`config.mk`:
```
export PLATFORM = sky130hd
export DESIGN_NAME = mc_control_fsm
export DESIGN_NICKNAME = d
export VERILOG_FILES = /design/src/rtl/mc_control_fsm.sv
export SDC_FILE = /design/constraint.sdc
export NUM_CORES = 1
export LEC_CHECK = 0
export ABC_CLOCK_PERIOD_IN_PS = 2350
export BUFFER_PORTS_ARGS = -buffer_cell sky130_fd_sc_hd__buf_2
export CORE_AREA = 2 2 39 41
export CTS_BUF_LIST = sky130_fd_sc_hd__clkbuf_4
export DETAILED_ROUTE_END_ITERATION = 16
export DIE_AREA = 0 0 41 43
export PLACE_DENSITY = 0.7
export SYNTH_ARGS = -nofsm -noshare
export SYNTH_HDL_FRONTEND = slang
export SYNTH_SLANG_ARGS = --single-unit
```
`constraint.sdc`:
```
create_clock -name clk -period 2.35 [get_ports clk]
set_input_delay 0.235 -clock clk [delete_from_list [all_inputs] [get_ports clk]]
set_output_delay 0.235 -clock clk [all_outputs]
set_load 0.02 [all_outputs]
```
`src/rtl/mc_control_fsm.sv`:
```
// Multi-cycle RV32I main control FSM: Moore-decoded datapath controls, mem_ready stall handling, sticky stall watchdog.
// Optional MC_ILLEGAL_TRAP_EN: unknown opcodes trap (illegal_instr port) instead of retiring as a no-op.
module mc_control_fsm #(
    parameter int STALL_LIMIT = 0,
    parameter int CNT_W       = 8
) (
    input  logic       clk,
    input  logic       reset,
    input  logic [6:0] op,
    input  logic       zero,
    input  logic       mem_ready,
    output logic       PCWrite,
    output logic       AdrSrc,
    output logic       MemWrite,
    output logic       IRWrite,
    output logic [1:0] ResultSrc,
    output logic [1:0] ALUSrcA,
    output logic [1:0] ALUSrcB,
    output logic       RegWrite,
    output logic [1:0] ALUOp,
    output logic [3:0] state_o,
`ifdef MC_ILLEGAL_TRAP_EN
    output logic       illegal_instr,
`endif
    output logic       mem_timeout
);

    typedef enum logic [3:0] {
        FETCH    = 4'd0,
        DECODE   = 4'd1,
        MEMADR   = 4'd2,
        MEMREAD  = 4'd3,
        MEMWB    = 4'd4,
        MEMWRITE = 4'd5,
        EXECR    = 4'd6,
        EXECI    = 4'd7,
        ALUWB    = 4'd8,
        BEQ      = 4'd9,
        JAL      = 4'd10,
        TRAP     = 4'd11
    } state_t;

    localparam logic [CNT_W-1:0] LIMIT   = CNT_W'(STALL_LIMIT);
    localparam logic [CNT_W-1:0] CNT_MAX = {CNT_W{1'b1}};

    state_t           state;
    state_t           state_nxt;
    logic             pc_update;
    logic             branch;
    logic             ir_write;
    logic             mem_write;
    logic             reg_write;
    logic [CNT_W-1:0] stall_cnt;
    logic [CNT_W-1:0] stall_cnt_nxt;
    logic             waiting;

    always_ff @(posedge clk or posedge reset) begin
        if (reset) begin
            state <= FETCH;
        end else begin
            state <= state_nxt;
        end
    end

    always_comb begin
        state_nxt = FETCH;
        pc_update = 1'b0;
        branch    = 1'b0;
        ir_write  = 1'b0;
        mem_write = 1'b0;
        reg_write = 1'b0;
        AdrSrc    = 1'b0;
        ResultSrc = 2'b00;
        ALUSrcA   = 2'b00;
        ALUSrcB   = 2'b00;
        ALUOp     = 2'b00;
        case (state)
            FETCH: begin
                ALUSrcB   = 2'b10;
                ResultSrc = 2'b10;
                ir_write  = mem_ready;
                pc_update = mem_ready;
                state_nxt = mem_ready ? DECODE : FETCH;
            end
            DECODE: begin
                ALUSrcA = 2'b01;
                ALUSrcB = 2'b01;
                case (op)
                    7'b0000011, 7'b0100011: state_nxt = MEMADR;
                    7'b0110011:             state_nxt = EXECR;
                    7'b0010011:             state_nxt = EXECI;
                    7'b1100011:             state_nxt = BEQ;
                    7'b1101111:             state_nxt = JAL;
`ifdef MC_ILLEGAL_TRAP_EN
                    default:                state_nxt = TRAP;
`else
                    default:                state_nxt = FETCH;
`endif
                endcase
            end
            MEMADR: begin
                ALUSrcA   = 2'b10;
                ALUSrcB   = 2'b01;
                state_nxt = op[5] ? MEMWRITE : MEMREAD;
            end
            MEMREAD: begin
                AdrSrc    = 1'b1;
                state_nxt = mem_ready ? MEMWB : MEMREAD;
            end
            MEMWB: begin
                ResultSrc = 2'b01;
                reg_write = 1'b1;
            end
            MEMWRITE: begin
                // Strobe stays up until the memory port accepts the store.
                AdrSrc    = 1'b1;
                mem_write = 1'b1;
                state_nxt = mem_ready ? FETCH : MEMWRITE;
            end
            EXECR: begin
                ALUSrcA   = 2'b10;
                ALUOp     = 2'b10;
                state_nxt = ALUWB;
            end
            EXECI: begin
                ALUSrcA   = 2'b10;
                ALUSrcB   = 2'b01;
                ALUOp     = 2'b10;
                state_nxt = ALUWB;
            end
            ALUWB: begin
                reg_write = 1'b1;
            end
            BEQ: begin
                ALUSrcA = 2'b10;
                ALUOp   = 2'b01;
                branch  = 1'b1;
            end
            JAL: begin
                ALUSrcA   = 2'b01;
                ALUSrcB   = 2'b10;
                pc_update = 1'b1;
                state_nxt = ALUWB;
            end
            TRAP: begin
`ifdef MC_ILLEGAL_TRAP_EN
                state_nxt = TRAP;
`else
                state_nxt = FETCH;
`endif
            end
            default: state_nxt = FETCH;
        endcase
    end

    // Reset forces FETCH, whose enables would otherwise follow mem_ready.
    assign PCWrite  = (pc_update | (branch & zero)) & ~reset;
    assign IRWrite  = ir_write & ~reset;
    assign MemWrite = mem_write & ~reset;
    assign RegWrite = reg_write & ~reset;
    assign state_o  = state;

`ifdef MC_ILLEGAL_TRAP_EN
    assign illegal_instr = (state == TRAP);
`endif

    assign waiting       = ((state == FETCH) || (state == MEMREAD) || (state == MEMWRITE)) && !mem_ready;
    assign stall_cnt_nxt = !waiting ? '0 :
                           (stall_cnt == CNT_MAX) ? stall_cnt : stall_cnt + CNT_W'(1);

    always_ff @(posedge clk or posedge reset) begin
        if (reset) begin
            stall_cnt   <= '0;
            mem_timeout <= 1'b0;
        end else begin
            stall_cnt <= stall_cnt_nxt;
            if ((STALL_LIMIT > 0) && (stall_cnt_nxt == LIMIT)) begin
                mem_timeout <= 1'b1;
            end
        end
    end

endmodule

```
==> flow_summary.toml <==
[yosys]
synth-seq-cells = 4
synth_most_common_cell = "nor2_1"
synth_top_cells_by_area = "dfrtp_1, nor2_1, nor3_1"
synth_commonest_cells = "nor2_1, inv_1, nor3_1"
ys_warn_count = 1
synth_cell_types = 32
synth_nets = 76
ys.flop_type = "dfrtp_1"
netlist_area_sq_um = 496.7
syn_inst = 65
yosys.area.top_type = "dfrtp_1"
synthArstFlopShare_pct = 100.0
netlist.area_leader.share_pct = 20.15
synth-seq-area-share_pct = 20.15
synth-edff-count = 0
avgSynthCellArea_sq_um = 7.642

[route]
ant_nets = 0
totalWireLength_mm = 1.183
wl_per_cell_um = 11.06
routed-via-count = 568
drt_iter0_drc = 9
post_drt_via_cell_ratio = 5.308
drcViolationCount = 0
firstDrtPassIters = 4

[flow_run]
maxCapViolCount = 0

[setup_path]
crit_end = "PCWrite"
reg2reg_slack_ns = 0.75
r2r-end = "state_o[2]$_DFF_PP0_"
cp_num_buf_inv = 1
crit_required_ns = 2.12
r2r_cells = 3
reg2reg_from = "state_o[1]$_DFF_PP0_"
start_kind = "flop"
cp_slowest_cell = "or4_1"
critPathMaxStageDelay_ns = 0.58
crit_chain = "or4_1, a211oi_1, buf_2"
crit_arrival_ns = 1.76
crit_family = "simple AND/OR/NAND/NOR gates"
endpoint_kind = "output port"
startpoint = "state_o[3]$_DFF_PP0_"
worstPathMaxFanout = 17
critPathKind = "reg -> out"
crit_cells = 3

[sta]
hold_viol_final = 0
tightest_slew_ns = 0.5135
report.final.slew_viol_count = 0
timing.slew.headroom_pct = 65.77
setup_viol = 0
finalCritPeriodShare_pct = 84.70
finClkSkew_ns = 0.001050
timing.fmax_mhz = 502.4
finalSetupTns_ns = 0
rsz0062_at_grt = "false"
post-route-min-period_ns = 1.990

[placement]
globalplace.congestion = 0.7659
place_area_sq_um = 624.3
post-dp-hpwl_um = 878.8
port_buffers = 27

[floorplan]
core_region_area_sq_mm = 0.001384
ioPinCount = 29
die_w_um = 41
die-area_sq_mm = 0.001763
initial_core_util_pct = 35.90
std_cell_rows = 14
die_h_um = 43

[clocking]
cts_buffers = 3
clockBufferDepth = 2
cts_setup_buffers = 0
root_buffer = "clkbuf_4"
cts_tree = "built"
cts.htree.levels = 1
cts_hold_buf = 1
cts_sinks = 4
clk_pin_slew_worst_paths_ns = 0.04
ctsResizeCount = 0
clock_latency_ns = 0.23

[layout]
diodes = 0
fin_area_sq_um = 656.9
largest_register_ffs = 4
utilization_pct = 47.47
drive_gt1_share_pct = 38.46
fin_nets = 104
area_growth_syn_to_layout_pct = 32.24

[global_route]
grt_pass1_vias = 470
antenna_found_initial = 0
grt_max_degree = 18
grt_pass1_wl_mm = 1.869
grt_overflow = 0
grt_use_total_pct = 15.09

[pwr]
switchingPower_uw = 98.82
swShare_pct = 36.71
peakVddDrop_uv = 334.0
p_seq_share_pct = 32.1
power_density_mw_per_mm2 = 409.8
p_int_uw = 170.4
p_leak_nw = 0.3376
pwr-share-comb_pct = 36.9
p_clk_share_pct = 31.0

[hold_path]
min_path_cells = 2
hp-class = "in -> reg"

[outcome]
outcome = "finished, final reports clean"
## cell families (layout without fill, tap and decap cells)
family | Yosys count | after routing | share of synthesized area, %
other cells | 1 | 1 | 0.7549
compound gates | 14 | 14 | 23.43
flops | 4 | 4 | 20.15
mux | 3 | 3 | 6.297
simple gates | 31 | 31 | 36.52
xor+xnor | 2 | 2 | 3.527
buf+inv | 10 | 36 | 9.321
## metal layers
layer  track usage (%)  vias up  share of wire [%]
li1                  -      293                  -
met1             18.77      253                 48
met2             24.06       22                 45
met3             4.712        0                6.8
met4             4.000        0                  0
met5                 0        -                  0
## worst min-delay path by stage
stage	from	endpoint	slack (ns)
detailed placement	reset	state_o[0]$_DFF_PP0_	0.17
finish	op[6]	state_o[2]$_DFF_PP0_	0.26
CTS	op[6]	state_o[2]$_DFF_PP0_	0.25
global placement	reset	state_o[0]$_DFF_PP0_	0.17
global route	op[6]	state_o[2]$_DFF_PP0_	0.26
floorplan	reset	state_o[0]$_DFF_PP0_	0.001
## power by group through the flow
stage	sequential (mW)	combinational [mW]	clock (mW)
after floorplan	0.0819	0.0710	0
after global placement	0.0867	0.0981	0
after detailed placement	0.0870	0.0988	0
after CTS	0.0862	0.100	0.0884
after global routing	0.0879	0.110	0.0948
final	0.0864	0.0993	0.0835
## through the flow
| stage | hold slack (ns) | worst slack, ns | total power, mW | std cells |
|---|---|---|---|---|
| 2_1_floorplan | 0.001082 | 0.2358 | 0.1529 | 65 |
| 3_3_place_gp | 0.1690 | 0.6160 | 0.1848 | 103 |
| 3_5_place_dp | 0.1687 | 0.6008 | 0.1859 | 103 |
| 4_1_cts | 0.2547 | 0.3490 | 0.2749 | 107 |
| 5_1_grt | 0.2621 | 0.2294 | 0.2931 | 107 |
| 6_report | 0.2623 | 0.3596 | 0.2692 | 107 |
## final cells by class
cell class	instances	area (sq um)
repair buffers	28	145.1
inverters	5	18.77
fillers	142	726.9
multi-input cells	51	350.3
well taps	16	20.02
clock buffers	3	22.52
flip-flops and latches	4	100.1
## cell usage in the layout, fill, tap and decap left out, drive strengths merged
master and count:
nand2 4, clkbuf 3, nor2b 3, nor3 5, and3b 2, buf 27, mux2 1, o2bb2ai 1
dlygate4sd3 1, xor2 1, dfrtp 4, a32o 1, nand2b 3, a2111oi 1, o22ai 1, nand4 1
inv 5, a211oi 2, xnor2 1, or4 2, a32oi 1, conb 1, a21bo 1, nor4 2
a21oi 1, mux2i 2, o21ai 2, nor2 8, o32ai 3, nand4bb 1
(Power assumes the default switching activity.)
